--- config.mk ---
export PLATFORM = sky130hd
export DESIGN_NAME = ps2_rx_ctrl
export DESIGN_NICKNAME = d
export VERILOG_FILES = /design/src/rtl/ps2_rx_ctrl.sv
export SDC_FILE = /design/constraint.sdc
export NUM_CORES = 1
export LEC_CHECK = 0
export CAP_MARGIN = 20
export CORE_MARGIN = 5
export CORE_UTILIZATION = 35
export CTS_CLUSTER_DIAMETER = 150
export CTS_CLUSTER_SIZE = 16
export DETAILED_ROUTE_END_ITERATION = 6
export GPL_ROUTABILITY_DRIVEN = 0
export HOLD_SLACK_MARGIN = 0.03
export PLACE_DENSITY = 0.5
export RECOVER_POWER = 25
export SLEW_MARGIN = 30
export SYNTH_ARGS = -nofsm -noshare
export SYNTH_HDL_FRONTEND = slang
export SYNTH_SLANG_ARGS = --single-unit
--- constraint.sdc ---
create_clock -name clk -period 2.06 [get_ports clk]
set_input_delay 0.412 -clock clk [delete_from_list [all_inputs] [get_ports clk]]
set_output_delay 0.412 -clock clk [all_outputs]
set_load 0.02 [all_outputs]
--- src/rtl/ps2_rx_ctrl.sv ---
// PS/2 receive controller: synchronizer, ps2clk glitch filter, 11-bit frame FSM, bit timeout, 1-entry holding register.
// Optional macro PS2_RX_INHIBIT_EN: hold ps2clk low while an unconsumed byte waits between frames.
`timescale 1ns/1ps
module ps2_rx_ctrl #(
  parameter int unsigned TIMEOUT_CYCLES = 100000,
  parameter int unsigned FILTER_LEN     = 4
) (
  input  logic       clk,
  input  logic       reset_n,
  input  logic       en,
  input  logic       ps2clk_in,
  input  logic       ps2data_in,
  output logic       ps2clk_oe,
  output logic [7:0] data,
  output logic       valid,
  input  logic       ready,
  output logic       busy,
  output logic       parity_err,
  output logic       frame_err,
  output logic       timeout_err,
  output logic       overrun,
  output logic [1:0] state_dbg
);

  // Handshake: a byte transfers in every cycle where valid && ready; data is stable while valid is high.

  localparam int TO_W = (TIMEOUT_CYCLES > 2) ? $clog2(TIMEOUT_CYCLES) : 1;
  localparam logic [TO_W-1:0] TO_FIRE  = TO_W'(TIMEOUT_CYCLES - 2);
  localparam logic [3:0]      FLT_LAST = 4'(FILTER_LEN - 1);

  typedef enum logic [1:0] {IDLE = 2'd0, DATA = 2'd1, PARITY = 2'd2, STOP = 2'd3} state_e;

  logic            clk_s1_q, clk_s2_q, dat_s1_q, dat_s2_q;
  logic            fclk_q, fclk_d, strobe_q, strobe_d;
  logic [3:0]      flt_cnt_q, flt_cnt_d;
  state_e          state_q, state_d;
  logic [2:0]      bit_cnt_q, bit_cnt_d;
  logic [7:0]      shift_q, shift_d, hold_q, hold_d;
  logic            par_ok_q, par_ok_d, valid_q, valid_d, busy_q, busy_d;
  logic [TO_W-1:0] to_cnt_q, to_cnt_d;
  logic            perr_q, perr_d, ferr_q, ferr_d, terr_q, terr_d, ovr_q, ovr_d;
  logic            oe_q, oe_d, deliver;

  // Filtered clock flips only after FILTER_LEN consecutive samples disagree with it.
  always_comb begin
    fclk_d    = fclk_q;
    flt_cnt_d = '0;
    strobe_d  = 1'b0;
    if (clk_s2_q != fclk_q) begin
      if (flt_cnt_q == FLT_LAST) begin
        fclk_d   = clk_s2_q;
        strobe_d = fclk_q;
      end else begin
        flt_cnt_d = flt_cnt_q + 4'd1;
      end
    end
  end

  always_comb begin
    state_d   = state_q;
    bit_cnt_d = bit_cnt_q;
    shift_d   = shift_q;
    par_ok_d  = par_ok_q;
    to_cnt_d  = to_cnt_q;
    hold_d    = hold_q;
    valid_d   = valid_q;
    perr_d    = 1'b0;
    ferr_d    = 1'b0;
    terr_d    = 1'b0;
    ovr_d     = 1'b0;
    deliver   = 1'b0;
    if (valid_q && ready) valid_d = 1'b0;
    if (!en) begin
      state_d   = IDLE;
      bit_cnt_d = '0;
      to_cnt_d  = '0;
    end else if (strobe_q) begin
      to_cnt_d = '0;
      case (state_q)
        IDLE: if (!dat_s2_q) begin
          state_d   = DATA;
          bit_cnt_d = '0;
        end
        DATA: begin
          shift_d[bit_cnt_q] = dat_s2_q;
          bit_cnt_d          = bit_cnt_q + 3'd1;
          if (bit_cnt_q == 3'd7) state_d = PARITY;
        end
        PARITY: begin
          par_ok_d = ^{shift_q, dat_s2_q};
          state_d  = STOP;
        end
        STOP: begin
          state_d = IDLE;
          if (!dat_s2_q)     ferr_d  = 1'b1;
          else if (!par_ok_q) perr_d = 1'b1;
          else               deliver = 1'b1;
        end
        default: state_d = IDLE;
      endcase
    end else if (state_q == IDLE) begin
      to_cnt_d = '0;
    end else if (to_cnt_q == TO_FIRE) begin
      // Pulse lands in the cycle the counter would read TIMEOUT_CYCLES-1.
      state_d   = IDLE;
      bit_cnt_d = '0;
      to_cnt_d  = '0;
      terr_d    = 1'b1;
    end else begin
      to_cnt_d = to_cnt_q + TO_W'(1);
    end
    if (deliver) begin
      if (!valid_q || ready) begin
        hold_d  = shift_q;
        valid_d = 1'b1;
      end else begin
        ovr_d = 1'b1;
      end
    end
    busy_d = (state_d != IDLE);
`ifdef PS2_RX_INHIBIT_EN
    oe_d = valid_d && !ready && (state_d == IDLE);
`else
    oe_d = 1'b0;
`endif
  end

  always_ff @(posedge clk or negedge reset_n) begin
    if (!reset_n) begin
      clk_s1_q  <= 1'b1;
      clk_s2_q  <= 1'b1;
      dat_s1_q  <= 1'b1;
      dat_s2_q  <= 1'b1;
      fclk_q    <= 1'b1;
      flt_cnt_q <= '0;
      strobe_q  <= 1'b0;
      state_q   <= IDLE;
      bit_cnt_q <= '0;
      shift_q   <= '0;
      par_ok_q  <= 1'b0;
      to_cnt_q  <= '0;
      hold_q    <= '0;
      valid_q   <= 1'b0;
      busy_q    <= 1'b0;
      perr_q    <= 1'b0;
      ferr_q    <= 1'b0;
      terr_q    <= 1'b0;
      ovr_q     <= 1'b0;
      oe_q      <= 1'b0;
    end else begin
      clk_s1_q  <= ps2clk_in;
      clk_s2_q  <= clk_s1_q;
      dat_s1_q  <= ps2data_in;
      dat_s2_q  <= dat_s1_q;
      fclk_q    <= fclk_d;
      flt_cnt_q <= flt_cnt_d;
      strobe_q  <= strobe_d;
      state_q   <= state_d;
      bit_cnt_q <= bit_cnt_d;
      shift_q   <= shift_d;
      par_ok_q  <= par_ok_d;
      to_cnt_q  <= to_cnt_d;
      hold_q    <= hold_d;
      valid_q   <= valid_d;
      busy_q    <= busy_d;
      perr_q    <= perr_d;
      ferr_q    <= ferr_d;
      terr_q    <= terr_d;
      ovr_q     <= ovr_d;
      oe_q      <= oe_d;
    end
  end

  assign data        = hold_q;
  assign valid       = valid_q;
  assign busy        = busy_q;
  assign parity_err  = perr_q;
  assign frame_err   = ferr_q;
  assign timeout_err = terr_q;
  assign overrun     = ovr_q;
  assign ps2clk_oe   = oe_q;
  assign state_dbg   = state_q;

endmodule

==> impl_metrics.yaml <==
die:
  coreArea_mm2: 0.00687
  floorplan.die.height_um: 94.5
  pin_count: 23
  start_util_pct: 36.3
  floorplan.die_area_mm2: 0.00892
  core.rowCount: 30
  x_dimension_of_the_die_um: 94.5
placed_design:
  dpl.cell_count: 332
  dp_hpwl_um: 3020
  port_buffers: 21
  post-place-ws_ns: 0.0165
sta:
  finalSetupViolCount: 0
  max_slew.worst_pin.slew_ns: 1.31
  fin_setup_tns_ns: 0
  whs_ns: 0.360
  finalCritPeriodShare_pct: 92.8
  fmaxAchievable_ghz: 0.523
  slew_headroom_pct: 12.9
  final_period_minus_worst_setup_slack_ns: 1.91
  rsz0062_at_grt: "no"
  timing.clock.skew_ns: 0.0102
  setup_slack_ns: 0.148
  final-max-slew-violation-count: 0
  final-hold-violation-count: 0
grt:
  overflow_left_after_global_routing: 0
  antenna_violations_before_repair: 0
  grt_usage_pct: 11.2
  grt_start_max_net_pins: 35
  number_of_global_route_vias_before_repair: 1587
  global_route_wire_length_before_repair_um: 7760
yosys:
  synth_seq_cells: 55
  synthCells: 217
  yosys.cell_types.count: 38
  synth-edff-count: 0
  synthesis.nets: 228
  async_reset_ff_share_pct: 100
  dominantRegCellSynth: "sky130_fd_sc_hd__dfrtp_1"
  synthesis.area_mm2: 0.00250
  postSynthAreaPerCell_um2: 11.5
  synth.yosys.warnings: 0
  sequential_fraction_of_the_synthesis_area_pct: 55.4
routing:
  route.final.wire_length_um: 4440
  routed_wire_length_per_instance_um: 13.1
  drc: 0
  via_count: 1584
  avgViaCountPerCell: 4.66
  drtPass1Iterations: 4
  route.antenna.remaining_nets: 0
  drt_iter0_markers: 73
clock_tree:
  clock_tree.root_cell: "sky130_fd_sc_hd__clkbuf_8"
  cts_max_path_buffers: 2
  cts_tree: "yes"
  cts.hold.buffers_added: 0
  post_cts.resized_instances: 0
  insertion_delay_ns: 0.31
  clock-sinks: 55
  numCtsBuffers: 5
  htree_levels: 2
  postCtsSetupBuffers: 0
  cts.reportedPaths.clkPinSlew_ns: 0.09
setup_path:
  critical_path.cell_chain: "clkdlybuf4s50_1"
  worst-setup-path-type: "reg2out"
  crit_buf_inv: 1
  timing.critical_path.max_delay_family: "buffers and inverters"
  crit_path_max_incr_delay_ns: 0.67
  worst_setup_path_start_kind: "flip-flop"
  worst_ep_required_time_ns: 1.65
  critPathCaptureType: "output port"
  worstPathMaxFanout: 11
  r2r_slack_ns: 0.36
  worst-endpoint-arrival_ns: 1.50
  cpMaxStageDelayCell: "sky130_fd_sc_hd__clkdlybuf4s50_1"
power:
  cellLeakagePower_nw: 1.30
  power_density_mw_per_mm2: 671
  vdd.ir_drop.worst_v: 0.000342
run:
  timing.max_cap.violations: 0
finish:
  reg_area_mm2: 0.00138
  post_route_cells_drive_above_1_share_pct: 14.8
  fillers: 653
  final_cells: 340
  most-common-layout-cells: "sky130_fd_sc_hd__dfrtp_1, sky130_fd_sc_hd__nor2_1, sky130_fd_sc_hd__clkdlybuf4s50_1, sky130_fd_sc_hd__xnor2_1, sky130_fd_sc_hd__mux2_2"
  final_common_cell: "sky130_fd_sc_hd__dfrtp_1"
  layout.nets: 254
  insertedDiodeCount: 0
  synthToLayoutAreaGrowth_pct: 18.0
  multi_input_comb_area_mm2: 0.00105
min_path:
  hold_path.class: "reg2reg"
status:
  run_status: "finished clean"
kinds of logic after synthesis:
| kind of cell | Yosys count | share of synthesized area, % |
|---|---|---|
| AOI/OAI and AO/OA | 13 | 3.46 |
| xor gates and xnor gates | 25 | 8.77 |
| adders and majority gates | 5 | 2.51 |
| buffers and inverters | 11 | 2.36 |
| DFF | 55 | 55.4 |
| muxes | 17 | 7.67 |
| other | 1 | 0.150 |
| and+or+nand+nor | 90 | 19.7 |
path summary, 6_finish.rpt:
kind	depth (start not counted)	end	from
worst max-delay path	1	state_dbg[0]	state_dbg[0]
worst min-delay path	0	clk_s2_q	clk_s1_q
worst max register to register	5	state_dbg[1]	to_cnt_q[5]
worst min register to register	0	clk_s2_q	clk_s1_q
max in group asynchronous	2	state_dbg[1]	reset_n
min in group asynchronous	1	flt_cnt_q[2]	reset_n
power by group:
part,internal (W),switching (W),total (W)
Sequential,0.00112,0.0000247,0.00115
Clock,0.000364,0.000337,0.000701
Combinational,0.0000583,0.0000710,0.000129
Total,0.00154,0.000433,0.00198
synthesized netlist by cell type (all sizes together), types with 2 or more instances:
library cell  instances  area share, %
dfstp                 5            5.3
and4                  2           0.70
clkbuf                2           0.30
nor3b                 5            2.0
nand3b                3           0.90
a21o                  2           0.60
a21oi                 2           0.40
buf                   8            1.9
and2b                 2           0.70
nor2                 25            3.8
xnor2                13            4.6
and3                  6            1.5
ha                    5            2.5
nand4                 4            1.0
dfrtp                50             50
nand2                13            2.3
mux2                 17            7.7
xor2                 12            4.2
nor3                  5            1.0
nor2b                 5            1.3
o21ai                 4           0.80
a22o                  3            1.1
nand2b                4            1.0
o31ai                 2           0.60
nand3                11            2.2
registers in the layout, summed over array words and instances, names as in the netlist, 2 cells and up:
| name | count |
|---|---|
| data | 8 |
| flt_cnt_q | 4 |
| bit_cnt_q | 3 |
| shift_q | 8 |
| state_dbg | 2 |
| to_cnt_q | 17 |
stage by stage:
step / area, um2 / power (W) / util, %
floorplan: 2500 / 0.00124 / -
global placement: 2840 / 0.00130 / 41.3
detailed placement: 2840 / 0.00130 / 41.3
CTS: 2950 / 0.00201 / 42.9
global route: 2950 / 0.00209 / 42.9
finish: 2950 / 0.00198 / 42.9
cell type report:
cell class / count / share of cell area (%)
multi-input cells: 151 / 35.8
clock inverters: 1 / 1.02
inverters: 1 / 0.127
clock buffers: 7 / 2.59
repair buffers: 29 / 9.39
flip-flops and latches: 55 / 47.0
well taps: 96 / 4.08
metal layers:
layer	track usage, %	vias to the layer above	routed length (um)
met1	15.8	766	2360
met5	0	-	0
met4	4.33	0	74
met3	3.75	5	226
met2	15.7	30	1780
li1	-	783	-
No activity file was read; power rests on OpenSTA's default activity.
